## config.mk

```make
export PLATFORM = sky130hd
export DESIGN_NAME = hp_accumulator
export DESIGN_NICKNAME = d
export VERILOG_FILES = /design/src/rtl/hp_pkg.sv /design/src/rtl/hp_accumulator.sv
export SDC_FILE = /design/constraint.sdc
export NUM_CORES = 1
export LEC_CHECK = 0
export ABC_AREA = 0
export CORE_ASPECT_RATIO = 0.6
export CORE_UTILIZATION = 30
export CTS_CLUSTER_SIZE = 25
export DETAILED_ROUTE_END_ITERATION = 16
export HOLD_SLACK_MARGIN = 0.08
export MAX_ROUTING_LAYER = met4
export SYNTH_ARGS = -nofsm -noshare
export SYNTH_HDL_FRONTEND = slang
export SYNTH_SLANG_ARGS = --single-unit
```

## constraint.sdc

```tcl
create_clock -name clk -period 2.5 [get_ports clk]
set_input_delay 0.25 -clock clk [delete_from_list [all_inputs] [get_ports clk]]
set_output_delay 0.25 -clock clk [all_outputs]
set_load 0.02 [all_outputs]
```

## src/rtl/hp_pkg.sv

```systemverilog
// Shared definitions for the FP16 accumulate stage.
//   FP16 field constants, adder exception codes, accumulator FSM encoding.
package hp_pkg;

  localparam int          FP16_W    = 16;
  localparam int          FP16_SIGN = 15;
  localparam logic [15:0] FP16_ZERO = 16'h0000;

  localparam logic [1:0] EXC_NONE = 2'b00;
  localparam logic [1:0] EXC_OVF  = 2'b01;
  localparam logic [1:0] EXC_UNF  = 2'b10;
  localparam logic [1:0] EXC_INV  = 2'b11;

  typedef enum logic [1:0] {
    ST_IDLE    = 2'd0,
    ST_WAIT_OP = 2'd1,
    ST_ADD     = 2'd2,
    ST_DONE    = 2'd3
  } hp_state_t;

endpackage

```

## src/rtl/hp_accumulator.sv

```systemverilog
// FP16 accumulate stage driving an external combinational FP16 adder.
// Takes len operands over op_valid/op_ready, feeds the running sum to adder
// input A and the (optionally negated) operand to input B, captures the sum,
// and returns the total plus the first exception code on res_valid/res_ready.
//
// Ports:
//   clk, rst_n                  clock, async active-low reset
//   start, len                  job request (sampled in IDLE only)
//   op_valid/op_ready/op_data   operand stream, op_sub negates the operand
//   add_a, add_b                to adder inputs (running sum, operand)
//   add_sum, add_exc            from adder outputs
//   res_valid/res_ready         result handshake
//   res_data, res_exc           accumulated sum, sticky exception code
//   busy, count                 status: not idle, terms consumed
//
// state   | meaning
// IDLE    | waiting for start
// WAIT_OP | op_ready high, waiting for an operand
// ADD     | adder inputs stable, sum/exception captured at cycle end
// DONE    | result presented until res_ready
module hp_accumulator
  import hp_pkg::*;
#(
  parameter int CNT_W = 8
) (
  input  logic              clk,
  input  logic              rst_n,
  input  logic              start,
  input  logic [CNT_W-1:0]  len,
  input  logic              op_valid,
  output logic              op_ready,
  input  logic [15:0]       op_data,
  input  logic              op_sub,
  output logic [15:0]       add_a,
  output logic [15:0]       add_b,
  input  logic [15:0]       add_sum,
  input  logic [1:0]        add_exc,
  output logic              res_valid,
  input  logic              res_ready,
  output logic [15:0]       res_data,
  output logic [1:0]        res_exc,
  output logic              busy,
  output logic [CNT_W-1:0]  count
);

  hp_state_t          r_state;
  logic [15:0]        r_acc;
  logic [CNT_W-1:0]   r_remaining;
  logic [CNT_W-1:0]   r_count;
  logic [15:0]        r_add_a;
  logic [15:0]        r_add_b;
  logic [15:0]        r_res_data;
  logic [1:0]         r_res_exc;
  logic               r_op_ready;
  logic               r_res_valid;
  logic               r_busy;
  logic               w_last;

  assign w_last = (r_remaining == CNT_W'(1));

  always_ff @(posedge clk or negedge rst_n) begin
    if (!rst_n) begin
      r_state     <= ST_IDLE;
      r_acc       <= FP16_ZERO;
      r_remaining <= '0;
      r_count     <= '0;
      r_add_a     <= FP16_ZERO;
      r_add_b     <= FP16_ZERO;
      r_res_data  <= FP16_ZERO;
      r_res_exc   <= EXC_NONE;
      r_op_ready  <= 1'b0;
      r_res_valid <= 1'b0;
      r_busy      <= 1'b0;
    end else begin
      case (r_state)
        ST_IDLE: begin
          if (start) begin
            r_acc       <= FP16_ZERO;
            r_remaining <= len;
            r_res_exc   <= EXC_NONE;
            r_count     <= '0;
            r_busy      <= 1'b1;
            if (len == '0) begin
              r_state     <= ST_DONE;
              r_res_data  <= FP16_ZERO;
              r_res_valid <= 1'b1;
            end else begin
              r_state    <= ST_WAIT_OP;
              r_op_ready <= 1'b1;
            end
          end
        end
        ST_WAIT_OP: begin
          if (op_valid) begin
            r_add_a    <= r_acc;
            r_add_b    <= {op_data[FP16_SIGN] ^ op_sub, op_data[14:0]};
            r_op_ready <= 1'b0;
            r_state    <= ST_ADD;
          end
        end
        ST_ADD: begin
          r_count     <= r_count + CNT_W'(1);
          r_remaining <= r_remaining - CNT_W'(1);
          // Default result is the held sum; overridden below when this add loads.
          if (w_last) r_res_data <= r_acc;
          if (r_res_exc == EXC_NONE) begin
            // A case on add_exc sends X/Z codes to the default arm, so an
            // unknown exception is recorded as invalid and acc never loads X.
            case (add_exc)
              EXC_NONE: begin
                r_acc <= add_sum;
                if (w_last) r_res_data <= add_sum;
              end
              EXC_OVF: r_res_exc <= EXC_OVF;
              EXC_UNF: r_res_exc <= EXC_UNF;
              default: r_res_exc <= EXC_INV;
            endcase
          end
          if (w_last) begin
            r_state     <= ST_DONE;
            r_res_valid <= 1'b1;
          end else begin
            r_state    <= ST_WAIT_OP;
            r_op_ready <= 1'b1;
          end
        end
        ST_DONE: begin
          if (res_ready) begin
            r_state     <= ST_IDLE;
            r_res_valid <= 1'b0;
            r_busy      <= 1'b0;
          end
        end
        default: begin
          r_state     <= ST_IDLE;
          r_op_ready  <= 1'b0;
          r_res_valid <= 1'b0;
          r_busy      <= 1'b0;
        end
      endcase
    end
  end

  assign op_ready  = r_op_ready;
  assign add_a     = r_add_a;
  assign add_b     = r_add_b;
  assign res_valid = r_res_valid;
  assign res_data  = r_res_data;
  assign res_exc   = r_res_exc;
  assign busy      = r_busy;
  assign count     = r_count;

endmodule

```

==> summary.txt <==
Iter 0 DRT Violations = 136
worst vdd ir = 0.000491 V
R2R setup slack = 0.41 ns
worst setup path category = reg -> reg
Highest Clock Rate = 479 MHz
Slew @ Worst Pin = 0.756 ns
Final Skew = 0.00555 ns
initial antenna violation count = 0
crit-path leading delay family = simple AND/OR/NAND/NOR gates
Worst Hold Class = in -> async
H-tree Lvls = 3
unrepaired setup endpoints after global routing = false
GRT overflow = 0
grt peak-use layer = met2
Layout Cells excl Fill = 665
GR met3 Demand/Resource = 4.77%
Net count, final = 547
CP dominant cell by count = nand2_1
top cells by count, synth = dfrtp_1, nand2_1, o21ai_0
final worst path period need = 2.09 ns
status = complete, no violations
area of the core = 13100 sq um
M2 GR Usage = 22.6%
Critical Path Max Stage Delay = 0.47 ns
Final Hold Fails = 0
Leak = 0.00238 uW
final count of negative-setup-slack endpoints = 0
GRT met1 Usage = 21.4%
share of the synthesized area in the top cell type = 53.3%
Buffers on Ports = 108
number of buffers created by CTS = 9
Total GRT Usage = 15.6%
first-pass GRT wire length = 16.7 mm
Die Ht = 92.4 microns
Die Span X = 153 microns
critical path arrival = 2.31 ns
number of global-route vias before repair = 3195
First-pass DRT Iterations = 6
post-placement cell count = 649
Pins Over Slew Limit = 0
crit-path max FO = 9
critical path launch point type = flip-flop
crit end category = flip-flop
Synth async-reset ratio = 100%
Mapped Cells = 380
Cell Area, Synth = 4090 sq um
Reg area = 2180 sq um
clk slew on worst S/H paths = 0.07 ns
largest net degree at the start of global routing = 47
Syn-to-layout area delta = 38.4%
WP buf/inv = 2
number of distinct library cells after synthesis = 44
max_slew headroom = 49.4%
CP Data Required Time = 2.72 ns
DP Wirelength = 7.54 mm
total number of vias = 3220
area of the multi-input gates = 1710 sq um
Place WS = 0.416 ns
fillers = 1248
Hold WS = 0.438 ns
DIE AREA = 14100 sq um
share of cells above drive strength 1 = 15.4%
cell taking the most area after synthesis = dfrtp_1
syn_nets = 436
Syn. warnings = 0
ANT cells = 0
Sum Neg Setup Slack = 0 ns
DRC viols = 0
row count = 32
crit path max-delay cell type = nor2_1
setup slack after layout = 0.412 ns
CTS root buf = clkbuf_16
cell with the most instances after synthesis = dfrtp_1
CTS tree = yes
Routed Antenna Nets = 0
Skew-Pair Late Insertion Delay = 0.34 ns
Cell Chain, Critical Path = inv_1 -> ha_1 -> buf_4 -> nand2_1 -> nor2_1 -> or4_1 -> nand2_1
pwr dens = 1150 nW/um^2
Max-cap violations = 0
placer congestion estimate = 0.795
Yosys reg bits = 87
num ports = 109
Longest Clk Path Bufs = 2
# clock sinks = 87
Mapped Avg Cell Area = 10.8 sq um
vias per cell = 4.84
Initial Util = 31.3%
top cells by area, synth = dfrtp_1, mux2_2, o21ai_0
detailed-route wire length per cell = 15.2 microns
overall power = 6500 uW
crit share post-route = 83.5%
Post-Route WL = 10.1 mm
Top FF cell, synth = dfrtp_1
EDFF count, synth = 0
Seq/Total Area, Yosys = 53.3%
[worst reg2reg max path: cells and delay by family, from the launching register on]
family	cells	cell delay [ns]
flip-flops	1	0.42
buffers and inverters	2	0.32
AND/OR/NAND/NOR	4	0.84
adder cells (fa/ha/maj)	1	0.38
[sequential cells by signal (all words and copies together) (netlist names)]
signal,count
add_b,16
res_data,16
op_ready,1
r_remaining,8
count,8
r_acc,16
r_state,2
res_exc,2
add_a,16
res_valid,1
busy,1
[area by class of cell]
type	instances	area share (%)
sequential	87	38.5
inverter	27	1.79
clock buffer	9	3.98
clock inverter	6	0.819
tap	170	3.76
timing repair buffer	120	20.9
multi-input combinational	246	30.2
[per-layer routing]
layer	share of wire [%]	routed length (microns)
met4	0.70	71
met5	0	0
met1	51	5110
met2	44	4440
met3	4.8	486
[timing repair]
item / CTS / global route
hold endpoints to repair: 41 / 0
buffers inserted: 0 / 0
resized for setup: 0 / 0
hold buffers: 1 / 0
[where the power goes]
| group | leakage (uW) | internal (uW) | switching [uW] | total, uW |
|---|---|---|---|---|
| registers | 0.00113 | 1930 | 365 | 2290 |
| logic | 0.00112 | 1360 | 1600 | 2960 |
| clock network | 0.000128 | 675 | 569 | 1240 |
[kinds of logic after synthesis]
family | synth area share, %
AO/OA/AOI/OAI | 15.0
XOR/XNOR | 1.07
adder cells (fa/ha/maj) | 2.45
buffers and inverters | 5.02
flip-flops | 53.3
multiplexers | 10.3
AND/OR/NAND/NOR | 12.9
[per-stage QoR]
step,utilization [%],cell area (sq um)
detailed placement,41.2,5370
CTS,43.3,5660
finish,43.3,5660
floorplan,-,4090
global route,43.3,5660
global placement,41.2,5370
[layout by cell type (no fill, tap or decap), drive strengths merged, types with 3 or more instances in the layout]
master and n:
mux2 34, nor4 4, a31oi 3, o22ai 3
nor3 3, clkdlybuf4s50 107, ha 8, mux2i 4
o21ai 42, nand2 48, clkbuf 9, nand3 20
a2bb2oi 16, dfrtp 87, buf 12, a21oi 15
nor2 15, inv 29, nand4 3, xor2 4
[worst paths after layout]
path                             from        end  cells after the start
max                        r_state[0]   count[6]                      7
min                             rst_n   r_acc[8]                      2
max reg2reg                r_state[0]   count[6]                      7
min reg2reg                 add_a[15]  add_a[15]                      2
max in group asynchronous       rst_n       busy                      3
min in group clk            add_a[15]  add_a[15]                      2
No activity file was read; power rests on OpenSTA's default activity.
